--- src/rtl/approx_div_err_accum_pkg.sv ---
// rtl/approx_div_err_accum_pkg.sv - shared constants, FSM state codes and saturating add
// Sized for the 16/8 approximate array dividers this monitor sits behind.
package div_err_pkg;

  localparam int N_W  = 16;
  localparam int D_W  = 8;
  localparam int ITER = 8;

  typedef logic [1:0] state_t;
  localparam state_t IDLE = 2'd0;
  localparam state_t DIV  = 2'd1;
  localparam state_t ACC  = 2'd2;

  // Clamps a + b to the all-ones value of a w-bit field (w <= 63).
  function automatic logic [63:0] sat_add(input logic [63:0] a, input logic [63:0] b,
                                          input int unsigned w);
    logic [63:0] lim;
    logic [63:0] s;
    lim = (64'd1 << w) - 64'd1;
    s   = a + b;
    return (s > lim) ? lim : s;
  endfunction

endpackage

--- src/rtl/approx_div_err_accum_if.sv ---
// rtl/approx_div_err_accum_if.sv - sample handshake carrying divider operands and approximate results
// The master is the divider side offering samples; the slave is the error monitor.
interface approx_div_err_accum_if;
  import div_err_pkg::*;

  logic           in_valid;
  logic           in_ready;
  logic [N_W-1:0] n;
  logic [D_W-1:0] d;
  logic [D_W-1:0] q_apx;
  logic [D_W-1:0] r_apx;

  modport master (output in_valid, n, d, q_apx, r_apx, input in_ready);
  modport slave  (input in_valid, n, d, q_apx, r_apx, output in_ready);
endinterface

--- src/rtl/approx_div_err_accum_div.sv ---
// rtl/approx_div_err_accum_div.sv - 8-cycle restoring divider, MSB first, producing the exact reference
// Caller guarantees n[15:8] < d, so the partial remainder always fits 8 bits between iterations.
module restoring_div_seq
  import div_err_pkg::*;
(
  input  logic           clk,
  input  logic           rst,
  input  logic           abort,
  input  logic           start,
  input  logic [N_W-1:0] n,
  input  logic [D_W-1:0] d,
  output logic           busy,
  output logic           done,
  output logic [D_W-1:0] q_exact,
  output logic [D_W-1:0] r_exact
);

  logic [D_W-1:0] rem_q, rem_d;
  logic [D_W-1:0] nlo_q, nlo_d;
  logic [D_W-1:0] quo_q, quo_d;
  logic [D_W-1:0] dv_q, dv_d;
  logic [2:0]     cnt_q, cnt_d;
  logic           busy_q, busy_d;
  logic [D_W:0]   rem_sh;
  logic           ge;

  always_comb begin
    rem_d  = rem_q;
    nlo_d  = nlo_q;
    quo_d  = quo_q;
    dv_d   = dv_q;
    cnt_d  = cnt_q;
    busy_d = busy_q;
    rem_sh = {rem_q, nlo_q[D_W-1]};
    ge     = rem_sh >= {1'b0, dv_q};
    if (abort) begin
      busy_d = 1'b0;
    end else if (start) begin
      rem_d  = n[N_W-1:D_W];
      nlo_d  = n[D_W-1:0];
      dv_d   = d;
      quo_d  = '0;
      cnt_d  = '0;
      busy_d = 1'b1;
    end else if (busy_q) begin
      rem_d = ge ? D_W'(rem_sh - {1'b0, dv_q}) : rem_sh[D_W-1:0];
      quo_d = {quo_q[D_W-2:0], ge};
      nlo_d = {nlo_q[D_W-2:0], 1'b0};
      cnt_d = cnt_q + 3'd1;
      if (cnt_q == 3'(ITER - 1)) busy_d = 1'b0;
    end
  end

  always_ff @(posedge clk) begin
    if (rst) begin
      rem_q  <= '0;
      nlo_q  <= '0;
      quo_q  <= '0;
      dv_q   <= '0;
      cnt_q  <= '0;
      busy_q <= 1'b0;
    end else begin
      rem_q  <= rem_d;
      nlo_q  <= nlo_d;
      quo_q  <= quo_d;
      dv_q   <= dv_d;
      cnt_q  <= cnt_d;
      busy_q <= busy_d;
    end
  end

  assign busy    = busy_q;
  assign done    = busy_q && (cnt_q == 3'(ITER - 1));
  assign q_exact = quo_q;
  assign r_exact = rem_q;

endmodule

--- src/rtl/approx_div_err_accum.sv ---
// rtl/approx_div_err_accum.sv - accumulates squared/max quotient error of approximate dividers
// DIV_ERR_REM_EN adds the sse_r port and remainder squared-error accumulator.
module approx_div_err_accum
  import div_err_pkg::*;
#(
  parameter int CNT_W = 16,
  parameter int SSE_W = 32
) (
  input  logic                   clk,
  input  logic                   rst,
  input  logic                   clear,
  approx_div_err_accum_if.slave  s_in,
  output logic [CNT_W-1:0]       sample_cnt,
  output logic [CNT_W-1:0]       ovf_cnt,
  output logic [SSE_W-1:0]       sse_q,
`ifdef DIV_ERR_REM_EN
  output logic [SSE_W-1:0]       sse_r,
`endif
  output logic [D_W-1:0]         max_err_q,
  output logic                   sat
);

  state_t         state_q, state_d;
  logic           ovf_q, ovf_d;
  logic [D_W-1:0] qa_q, qa_d;
  logic [CNT_W-1:0] sample_cnt_q, sample_cnt_d, ovf_cnt_q, ovf_cnt_d;
  logic [SSE_W-1:0] sse_q_q, sse_q_d;
  logic [D_W-1:0]   max_err_q_q, max_err_q_d;
  logic           is_ovf, start, div_busy, div_done;
  logic [D_W-1:0] q_exact, r_exact;
  logic [D_W:0]   e_q;
  logic [D_W-1:0] ae_q;
  logic [15:0]    e2_q;

  // Anything the 8-bit array cannot represent is counted, never divided.
  assign is_ovf = (s_in.d == '0) || (s_in.n[N_W-1:D_W] >= s_in.d);
  assign start  = (state_q == IDLE) && s_in.in_valid && !clear && !is_ovf;
  assign s_in.in_ready = (state_q == IDLE);
  assign sat    = &sample_cnt_q;

  restoring_div_seq u_div (
    .clk     (clk),
    .rst     (rst),
    .abort   (clear),
    .start   (start),
    .n       (s_in.n),
    .d       (s_in.d),
    .busy    (div_busy),
    .done    (div_done),
    .q_exact (q_exact),
    .r_exact (r_exact)
  );

  assign e_q  = {1'b0, q_exact} - {1'b0, qa_q};
  assign ae_q = e_q[D_W] ? (~e_q[D_W-1:0] + 8'd1) : e_q[D_W-1:0];
  assign e2_q = {8'd0, ae_q} * {8'd0, ae_q};

`ifdef DIV_ERR_REM_EN
  logic [D_W-1:0]   ra_q, ra_d;
  logic [SSE_W-1:0] sse_r_q, sse_r_d;
  logic [D_W:0]     e_r;
  logic [D_W-1:0]   ae_r;
  logic [15:0]      e2_r;
  assign e_r  = {1'b0, r_exact} - {1'b0, ra_q};
  assign ae_r = e_r[D_W] ? (~e_r[D_W-1:0] + 8'd1) : e_r[D_W-1:0];
  assign e2_r = {8'd0, ae_r} * {8'd0, ae_r};
  assign sse_r = sse_r_q;
`else
  logic unused_rem;
  assign unused_rem = ^{r_exact, s_in.r_apx, div_busy};
`endif

  always_comb begin
    state_d      = state_q;
    ovf_d        = ovf_q;
    qa_d         = qa_q;
    sample_cnt_d = sample_cnt_q;
    ovf_cnt_d    = ovf_cnt_q;
    sse_q_d      = sse_q_q;
    max_err_q_d  = max_err_q_q;
`ifdef DIV_ERR_REM_EN
    ra_d    = ra_q;
    sse_r_d = sse_r_q;
`endif
    if (clear) begin
      state_d      = IDLE;
      sample_cnt_d = '0;
      ovf_cnt_d    = '0;
      sse_q_d      = '0;
      max_err_q_d  = '0;
`ifdef DIV_ERR_REM_EN
      sse_r_d = '0;
`endif
    end else begin
      case (state_q)
        IDLE: if (s_in.in_valid) begin
          state_d = is_ovf ? ACC : DIV;
          ovf_d   = is_ovf;
          qa_d    = s_in.q_apx;
`ifdef DIV_ERR_REM_EN
          ra_d    = s_in.r_apx;
`endif
        end
        DIV: if (div_done) state_d = ACC;
        ACC: begin
          state_d = IDLE;
          if (!sat) begin
            if (ovf_q) begin
              ovf_cnt_d = CNT_W'(sat_add(64'(ovf_cnt_q), 64'd1, CNT_W));
            end else begin
              sample_cnt_d = CNT_W'(sat_add(64'(sample_cnt_q), 64'd1, CNT_W));
              sse_q_d      = SSE_W'(sat_add(64'(sse_q_q), 64'(e2_q), SSE_W));
              if (ae_q > max_err_q_q) max_err_q_d = ae_q;
`ifdef DIV_ERR_REM_EN
              sse_r_d = SSE_W'(sat_add(64'(sse_r_q), 64'(e2_r), SSE_W));
`endif
            end
          end
        end
        default: state_d = IDLE;
      endcase
    end
  end

  always_ff @(posedge clk) begin
    if (rst) begin
      state_q      <= IDLE;
      ovf_q        <= 1'b0;
      qa_q         <= '0;
      sample_cnt_q <= '0;
      ovf_cnt_q    <= '0;
      sse_q_q      <= '0;
      max_err_q_q  <= '0;
`ifdef DIV_ERR_REM_EN
      ra_q    <= '0;
      sse_r_q <= '0;
`endif
    end else begin
      state_q      <= state_d;
      ovf_q        <= ovf_d;
      qa_q         <= qa_d;
      sample_cnt_q <= sample_cnt_d;
      ovf_cnt_q    <= ovf_cnt_d;
      sse_q_q      <= sse_q_d;
      max_err_q_q  <= max_err_q_d;
`ifdef DIV_ERR_REM_EN
      ra_q    <= ra_d;
      sse_r_q <= sse_r_d;
`endif
    end
  end

  assign sample_cnt = sample_cnt_q;
  assign ovf_cnt    = ovf_cnt_q;
  assign sse_q      = sse_q_q;
  assign max_err_q  = max_err_q_q;

endmodule

--- src/flat_wrapper.sv ---
// flat-port wrapper written by rule: the top's interface ports become plain ports
module approx_div_err_accum_flat import div_err_pkg::*;
#(
  parameter int CNT_W = 16,
  parameter int SSE_W = 32
)
  (clk, rst, clear, sample_cnt, ovf_cnt, sse_q, max_err_q, sat, s_in_in_valid, s_in_n, s_in_d, s_in_q_apx, s_in_r_apx, s_in_in_ready);
  approx_div_err_accum_if s_in_i ();
  input  logic clk;
  input  logic rst;
  input  logic clear;
  output logic [CNT_W-1:0] sample_cnt;
  output logic [CNT_W-1:0] ovf_cnt;
  output logic [SSE_W-1:0] sse_q;
  output logic [D_W-1:0] max_err_q;
  output logic sat;
  input wire logic [$bits(s_in_i.in_valid)-1:0] s_in_in_valid;
  input wire logic [$bits(s_in_i.n)-1:0] s_in_n;
  input wire logic [$bits(s_in_i.d)-1:0] s_in_d;
  input wire logic [$bits(s_in_i.q_apx)-1:0] s_in_q_apx;
  input wire logic [$bits(s_in_i.r_apx)-1:0] s_in_r_apx;
  output wire logic [$bits(s_in_i.in_ready)-1:0] s_in_in_ready;
  assign s_in_i.in_valid = s_in_in_valid;
  assign s_in_i.n = s_in_n;
  assign s_in_i.d = s_in_d;
  assign s_in_i.q_apx = s_in_q_apx;
  assign s_in_i.r_apx = s_in_r_apx;
  assign s_in_in_ready = s_in_i.in_ready;
  approx_div_err_accum #(.CNT_W(CNT_W), .SSE_W(SSE_W)) u_core (.clk(clk), .rst(rst), .clear(clear), .s_in(s_in_i), .sample_cnt(sample_cnt), .ovf_cnt(ovf_cnt), .sse_q(sse_q), .max_err_q(max_err_q), .sat(sat));
endmodule
--- config.mk ---
export PLATFORM = sky130hd
export DESIGN_NAME = approx_div_err_accum_flat
export DESIGN_NICKNAME = d
export VERILOG_FILES = /design/src/rtl/approx_div_err_accum_pkg.sv /design/src/rtl/approx_div_err_accum_if.sv /design/src/rtl/approx_div_err_accum_div.sv /design/src/rtl/approx_div_err_accum.sv /design/src/flat_wrapper.sv
export SDC_FILE = /design/constraint.sdc
export NUM_CORES = 1
export LEC_CHECK = 0
export ABC_AREA = 1
export ABC_CLOCK_PERIOD_IN_PS = 9100
export CORE_AREA = 2 2 141 143
export CTS_BUF_LIST = sky130_fd_sc_hd__clkbuf_4 sky130_fd_sc_hd__clkbuf_8 sky130_fd_sc_hd__clkbuf_16
export DETAILED_ROUTE_END_ITERATION = 6
export DIE_AREA = 0 0 143 145
export PLACE_DENSITY = 0.82
export SLEW_MARGIN = 20
export SYNTH_ARGS = -nofsm -noshare
export SYNTH_HDL_FRONTEND = slang
export SYNTH_HIERARCHICAL = 1
export SYNTH_SLANG_ARGS = --single-unit
--- constraint.sdc ---
create_clock -name clk -period 9.1 [get_ports clk]
set_input_delay 1.82 -clock clk [delete_from_list [all_inputs] [get_ports clk]]
set_output_delay 1.82 -clock clk [all_outputs]
set_load 0.01 [all_outputs]
==> Word level (Yosys, flattened, before mapping) <==
Cells that the tools add are included.
{ "classes": {"n_addsub": 7, "multipliers": 1, "n_lt_le_gt_ge": 6, "n_eq_ne": 5, "n_mux": 20, "bitwise_logic": 4, "reduce_logical": 19} }
{ "op_table": {"columns": ["op", "count"], "rows": [
  ["two-way mux 8 bit", 8],
  ["adder 16 x 1 -> 17 bit, second input constant", 2],
  ["greater-than comparator 17 x 16 -> 1 bit, second input constant", 2],
  ["adder 32 x 16 -> 33 bit", 1],
  ["greater-than comparator 33 x 32 -> 1 bit, second input constant", 1],
  ["two-way mux 16 bit", 2],
  ["two-way mux 32 bit", 1],
  ["multiplier 8 x 8 -> 16 bit", 1],
  ["AND reduction 16 bit", 1],
  ["greater-or-equal comparator 9 x 8 -> 1 bit", 1],
  ["AND reduction 3 bit", 3],
  ["subtractor 8 x 8 -> 9 bit", 1],
  ["adder 8 x 1 -> 8 bit, second input constant", 1],
  ["greater-or-equal comparator 8 bit", 1],
  ["greater-than comparator 8 bit", 1],
  ["logical NOT 8 bit", 1],
  ["inverter 8 bit", 1],
  ["subtractor 8 bit", 1],
  ["two-way mux 2 bit", 3],
  ["two-way mux 3 bit", 2],
  ["AND reduction 2 bit", 3],
  ["logical AND 1 bit", 4],
  ["case mux 2 bit (2 select lines)", 1],
  ["AND reduction 4 bit", 1],
  ["other kinds (13)", 18]
]} }
{ "totals": {"ff_bits": 119, "input_bits": 44, "wordCells": 75} }

==> Logic depth before layout (Yosys ltp) <==
{ "logic_depth": {"word_depth": 8, "depth_mapped": 39, "mapped_depth_nobuf": 39} }

==> By module <==
Netlist, hierarchy kept.
{ "by_module_without_submodules": {"columns": ["module", "n_inst", "cells_each", "area_per_inst_um2"], "rows": [
  ["approx_div_err_accum", 1, 1053, 7480.9],
  ["restoring_div_seq", 1, 280, 2010.7]
]} }

==> Least setup slack after synthesis <==
Ideal clock, no wire load.
{ "synth_timing": {"path_type": "register -> register", "from": "register u_core.u_div.quo_q[0], in the netlist u_core/u_div/q_exact[0]", "to": "register u_core.sse_q_q[10], in the netlist u_core/sse_q[10]", "setup_ns": 0.125, "arrival_ns": 5.514, "slack_ns": 3.461, "path_stages_with_launch": 33, "path_buffers": 1, "period_less_slack_ns": 5.639, "path_cell_list": "dfxtp_1 > inv_1 > ha_1 > inv_1 > fa_1 > inv_1 > ha_1 > inv_1 > nor2_1 > nand3_1 > nor2_1 > nand2_1 > nand2_1 > nand2_2 > nand2_4 > inv_2 > nor2_1 > fa_1 > fa_1 > fa_1 > inv_1 > fa_1 > inv_1 > ha_1 > a21oi_1 > o21ai_0 > a21oi_1 > nand2_1 > nand2_1 > nand2_1 > nand2_1 > buf_2 > a31oi_1"} }
{ "synth_between": {"elab_chain_len": 8} }
{ "synth_lines": {"columns": ["element", "line", "text"], "rows": [
  ["start, declared", "approx_div_err_accum_div.sv:20", "logic [D_W-1:0] quo_q, quo_d;"],
  ["start signal, assigned", "approx_div_err_accum_div.sv:65", "quo_q <= quo_d;"],
  ["subtractor 8 x 8 -> 9 bit *", "approx_div_err_accum.sv:54", "assign e_q = {1'b0, q_exact} - {1'b0, qa_q};"],
  ["inverter 8 bit", "approx_div_err_accum.sv:55", "assign ae_q = e_q[D_W] ? (~e_q[D_W-1:0] + 8'd1) : e_q[D_W-1:0];"],
  ["adder 8 x 1 -> 8 bit", "approx_div_err_accum.sv:55", null],
  ["two-way mux 8 bit *", "approx_div_err_accum.sv:55", null],
  ["net u_core.ae_q[6]", "approx_div_err_accum.sv:32", "logic [D_W-1:0] ae_q;"],
  ["multiplier 8 x 8 -> 16 bit *", "approx_div_err_accum.sv:56", "assign e2_q = {8'd0, ae_q} * {8'd0, ae_q};"],
  ["adder 32 x 16 -> 33 bit *", "approx_div_err_accum_pkg.sv:20", "s = a + b;"],
  ["greater-than comparator 33 x 32 -> 1 bit", "approx_div_err_accum_pkg.sv:21", "return (s > lim) ? lim : s;"],
  ["two-way mux 32 bit *", "approx_div_err_accum_pkg.sv:21", null],
  ["end signal, assigned", "approx_div_err_accum.sv:144", "sse_q_q <= sse_q_d;"],
  ["end, declared", "approx_div_err_accum.sv:27", "logic [SSE_W-1:0] sse_q_q, sse_q_d;"]
]} }
The timed path passes the listed nets; every way through them passes the cells marked *.
A chain may end at the register's enable or synchronous reset.

==> Worst setup path in the final report <==
{ "layout_timing": {"from": "register u_core.u_div.quo_q[0], in the netlist u_core/u_div/q_exact[0]", "to": "register u_core.sse_q_q[29], in the netlist u_core/sse_q[29]"} }
Same word-level chain as after synthesis.

==> impl_metrics.csv <==
group,metric,value,unit
power,p_per_area,251.3,mW/mm^2
power,combPwrFrac,0.576,
power,finalPower,2.839,mW
timing,tightest_slew,0.7394,ns
synthesis,synth_edf_count,0,
die,fp.dieH,145,um
synthesis,synthCells,1333,
grt,grt_overflow,0,
cts,clk_pin_slew,0.07,ns
run_status,status,"finished clean",
timing,finalMaxSlewViolations,0,
timing,setup-violations-final,0,
route,viasPerCell,5.208,
grt,grt_pass1_wl,39.36,mm
power,switchingPower,1.309,mW
grt,gr-usage-met1,0.2911,
timing,fin_setup_tns,0,ns
cts,cts.repair.resized,0,
cells_and_area,fin_nets,1592,
power,vdd_drop_max,0.2939,mV
timing,fin_ws,2.373,ns
worst_setup_path,cp.required,9.42,ns
timing,finalCriticalPeriod,6.727,ns
cts,numClockSinks,119,
grt,grtUsageMet3,0.03597,
timing,hold_violations,0,
cts,cts_root_buffer,"clkbuf_16",
synthesis,synth_area,0.009492,sq mm
worst_setup_path,rr_worst_depth,31,
synthesis,yosysTopAreaCellShare,0.2510,
die,num_rows,51,
worst_setup_path,crit_path_start_kind,"register",
flow_run,max_cap_violations,0,
cells_and_area,final_area,0.01130,sq mm
timing,rsz0062_at_grt,"false",
grt,antenna_found_initial,0,
worst_setup_path,worstPathArrival,7.05,ns
cts,numCtsBuffers,17,
power,swShare,0.4613,
timing,whs,0.4634,ns
timing,fmax,148.6,MHz
cells_and_area,syn2layout_area_growth,19.03,%
die,core_area,0.01921,sq mm
cts,clk_path_buf_depth,2,
cells_and_area,finalCoreUtilization,0.5882,
worst_setup_path,end_kind,"register",
min_path,min_from,"u_core/u_div/cnt_q[0]$_SDFFE_PP0P_",
timing,slew_headroom,0.5071,
route,dr.pass1.iters,5,
worst_setup_path,crit_start,"u_core/u_div/q_exact[0]$_SDFFE_PP0P_",
worst_setup_path,worstSetupPathType,"register to register",
power,p_leak,5.124,nW
power,p_int,1.529,mW
cts,cts_tree,"yes",
timing,skew,0.01084,ns
synthesis,synth-async-reset-ratio,0,
min_path,hold_class,"register to register",
place,place_congestion,0.8951,
place,dp_hpwl,17.37,mm
grt,gr-usage-met2,0.3955,
die,ioPinCount,118,
synthesis,ys_seq_elements,119,
min_path,hold_path_depth,1,
timing,finalCritPeriodShare,0.7393,
route,wire_per_inst,13.66,um
die,die_width,143,um
cells_and_area,antenna_cells,0,
power,p_clk_frac,0.231,
synthesis,syn_avg_cell_area,7.120,sq um
synthesis,ys_seq_area_frac,0.2510,
grt,grt_util_all_layers,0.2306,
die,die_area,0.02074,sq mm
route,initialDrtViolationCount,513,
cts,clkLatencyLatePin,0.43,ns
grt,grt_pass1_vias,8517,
power,seqPwrFrac,0.193,
worst_setup_path,cp_slowest_cell,"fa_1",
synthesis,synthTopCellsByArea,"dfxtp_1, ha_1, nand2_1",
cts,cts_hold_buf,0,
route,drc,0,
cts,post_cts_buffers,0,
synthesis,synth.distinct_cells,47,
synthesis,synth_flop_cell,"dfxtp_1",
place,portBuffers,109,
route,routed_wirelength,23.32,mm
worst_setup_path,path_common_cell,"inv_1",
worst_setup_path,slowest_delay,0.57,ns
grt,busiest_layer,"met2",
place,place_area,0.01073,sq mm
cts,htree_levels,4,
route,detail-route-antenna-nets,0,
synthesis,syn-num-nets,1496,
place,dp_slack,2.492,ns
synthesis,yosys.area.top_type,"dfxtp_1",
die,initial_core_util,0.4942,
place,dpl.cell_count,1675,
synthesis,yosys_warnings,6,
worst_setup_path,crit_fanout,15,
grt,grt_max_degree,77,
cells_and_area,drive_gt1_frac,0.07490,
cells_and_area,stdcell_count,1707,
worst_setup_path,timing.rr.start,"u_core/u_div/q_exact[0]$_SDFFE_PP0P_",
route,vias,8890,
[layout make-up]
type                            count  area, sq um
Tap cell                          265        331.6
Clock inverter                     15        142.6
Inverter                          237        894.6
Sequential cell                   119         2382
Timing Repair Buffer              113         1121
Clock buffer                       17        425.4
Fill cell                        1743         7909
Multi-Input combinational cell    941         6001
[worst paths after layout]
| check | slack (ns) | endpoint |
|---|---|---|
| setup / recovery | 2.37 | u_core/sse_q[29]$_SDFFE_PP0P_ |
| hold / removal | 0.46 | u_core/u_div/cnt_q[0]$_SDFFE_PP0P_ |
| hold reg to reg | 0.46 | u_core/u_div/cnt_q[0]$_SDFFE_PP0P_ |
| setup reg to reg | 2.37 | u_core/sse_q[29]$_SDFFE_PP0P_ |
[kinds of logic (layout without fill, tap and decap cells)]
family                     after synthesis  count (layout)  synth area share
and+or+nand+nor                        522             522            0.2499
buffers and inverters                  273             382            0.1178
AOI/OAI and AO/OA                      252             252            0.1472
adders and majority gates              119             119            0.1877
DFF                                    119             119            0.2510
xor gates and xnor gates                48              48           0.04627
[power by group through the flow]
stage	combinational (mW)	clock, mW	sequential (mW)
after floorplan	1.28	0	0.558
after global placement	1.57	0	0.558
after detailed placement	1.60	0	0.559
after CTS	1.62	0.669	0.548
after global routing	1.88	0.689	0.549
final	1.63	0.656	0.548
[state kept, by name (all words and copies together) (netlist names)]
signal	count
u_core/max_err_q	8
u_core/ovf_cnt	16
u_core/ovf_q	1
u_core/qa_q	8
u_core/sample_cnt	16
u_core/sse_q	32
u_core/state_q	2
u_core/u_div/busy	1
u_core/u_div/cnt_q	3
u_core/u_div/dv_q	8
u_core/u_div/nlo_q	8
u_core/u_div/q_exact	8
u_core/u_div/r_exact	8
[critical path: cells and delay by family, from the launching register on]
kind	cells	cell delay, ns
adders and majority gates	7	3.12
and+or+nand+nor	14	1.86
buffers and inverters	7	0.75
AOI/OAI and AO/OA	3	0.51
DFF	1	0.36
[layer usage]
metal / wire (um) / vias to the layer above / share of wire
met5: 0 / - / 0
met4: 552 / 0 / 0.024
met3: 1183 / 50 / 0.051
met2: 11280 / 254 / 0.48
met1: 10310 / 4097 / 0.44
li1: - / 4489 / -
[cell usage after synthesis (2+ instances only)]
master	n
nand3_2	6
nand2_1	245
nor3_4	2
nand4_2	2
nor3_1	16
a21o_1	2
buf_6	8
nand4_1	16
nor2_1	118
nand2_2	12
nor2_2	7
xor2_1	26
a211oi_1	9
nor4_1	5
o21ai_4	3
nor2_4	3
o21bai_1	5
o21ai_0	83
nand3b_1	2
nand3_1	76
inv_1	216
a21oi_1	104
fa_1	39
a31oi_1	20
dfxtp_1	119
buf_4	3
nor3_2	3
xnor2_1	21
clkinv_1	3
o21ai_1	16
ha_1	80
inv_2	17
nand2_4	7
o21a_1	4
clkbuf_1	18
buf_2	6
[cells in the final DEF (no fill, tap or decap), types with 8 or more instances in the layout]
cell type / instances
o21ai_1: 16
dfxtp_1: 119
a31oi_1: 20
a211oi_1: 9
inv_1: 216
nand4_1: 16
o21ai_0: 83
a21oi_1: 104
nor3_1: 16
nand3_1: 76
nor2_2: 8
inv_2: 17
nor2_1: 116
fa_1: 39
xnor2_1: 21
clkbuf_16: 17
clkdlybuf4s50_1: 109
ha_1: 80
nand2_1: 245
xor2_1: 26
nand2_2: 12
Note: power is estimated with default switching activity, not from simulation.
==> patch (same flow settings) <==
Register the output `sample_cnt` once more, cleared by the reset; this adds one clock of latency there. The other outputs are not delayed to match.
--- a/src/rtl/approx_div_err_accum.sv
+++ b/src/rtl/approx_div_err_accum.sv
@@ -150,7 +150,13 @@
     end
   end
 
-  assign sample_cnt = sample_cnt_q;
+  always_ff @(posedge clk) begin
+    if (rst) begin
+      sample_cnt <= '0;
+    end else begin
+      sample_cnt <= sample_cnt_q;
+    end
+  end
   assign ovf_cnt    = ovf_cnt_q;
   assign sse_q      = sse_q_q;
   assign max_err_q  = max_err_q_q;
Behaviour: same outputs for any inputs over 10 cycles, from zero or initial values and one cycle with rst high; that may be too few to reach the edited logic, so the function may still have changed.
==> patch against the unedited design <==
  * First-iteration DRC count up 6.0%
  * Clock skew up 0.0010 ns
  * Largest cell class unchanged
  * Synthesized area up 7.6%
  * Worst setup slack worse by 0.12 ns
  * Sequential cell count up 16
  * Fmax down 1.7%
  * Design area up 6.3%
  * Synthesized cell count up 9.1%
  * Routed wire length up 3.4%
  * Global-route usage up 0.88 points
  * Core utilization up 3.7 points
  * Power up 3.9%
==> patch: results (changes against the unedited design) <==
[logic_synthesis]
synth.distinct_cells=46  ; -2.1%
synth_fa_ha_area_share_pct=17.45  ; -1.3 points
synth_compound_area_share_pct=13.08  ; -1.6 points
synth_top_area_share_pct=26.47  ; +1.4 points
synth-xor-area-share_pct=3.762  ; -0.86 points
yosysSeqAreaShare_pct=26.47  ; +1.4 points
syn_nets=1617  ; +8.1%

[global_routing]
use_met2_pct=40.17  ; +0.62 points
grt_max_degree=78  ; +1.3%
grt_pass1_vias=8958  ; +5.2%
use_met3_pct=3.960  ; +0.36 points
grt_pass1_wl_um=41050  ; +4.3%
groute.layer.met1.usage_pct=31.72  ; +2.6 points
grtUsageTotal_pct=23.93  ; +0.88 points

[power]
p_seq_share_pct=20.9  ; +1.6 points
p_leak_nw=5.572  ; +8.7%
pwr-share-comb_pct=56.0  ; -1.6 points
vdd_drop_max_mv=0.2597  ; -12%
p_sw_share_pct=45.57  ; -0.55 points

[critical_path]
critPathMaxStageDelay_ns=0.54  ; -0.03 ns
cp_max_fo=11  ; -4
cp-endpoint=u_core/sse_q[16]
r2r_cells=33  ; +6.5%

[sta]
finalCritPeriodShare_pct=75.20  ; +1.3 points
fin_worst_skew_ns=0.01185  ; +0.001007 ns

[drt]
totalWireLength_um=24120  ; +3.4%
drt_iter0_markers=544  ; +6.0%
routedLengthMet1_um=11060  ; +7.3%
vias=9542  ; +7.3%

[placement]
portBuffers=109  ; unchanged
place_hpwl_um=17680  ; +1.8%
routabilityCongestion=0.9426  ; +5.3%
place_ws_ns=2.357  ; -0.1350 ns

[min_path]
holdPathEnd=u_core/u_div/nlo_q[0]
worstHoldStart=u_core/u_div/nlo_q[0]

[run_status]
status=completed

[cells_and_area]
drive_above_1_share_pct=7.120  ; -0.37 points

[patch: metrics by stage]
step | cells | hold slack (ns) | cell area (um2) | power (mW) | utilization [%]
2_1_floorplan | 1454 | 0.4289 | 10210 | 1.902 | -
3_3_place_gp | 1792 | 0.4456 | 11430 | 2.211 | 59.50
6_report | 1824 | 0.4663 | 12010 | 2.951 | 62.54
3_5_place_dp | 1792 | 0.4524 | 11430 | 2.252 | 59.50
5_1_grt | 1824 | 0.4927 | 12010 | 3.258 | 62.54
4_1_cts | 1824 | 0.4647 | 12010 | 2.965 | 62.54
[patch: worst min-delay path: stages (launching register included)]
cell	delay, ns
dfxtp_1	0.31
nand2_1	0.06
a21oi_1	0.05
[patch: layout make-up]
cell class	instances	area share, %
Multi-Input combinational cell	1014	52.22
Tap cell	265	2.760
Clock inverter	15	1.323
Sequential cell	135	22.50
Timing Repair Buffer	113	9.332
Inverter	265	8.322
Clock buffer	17	3.541
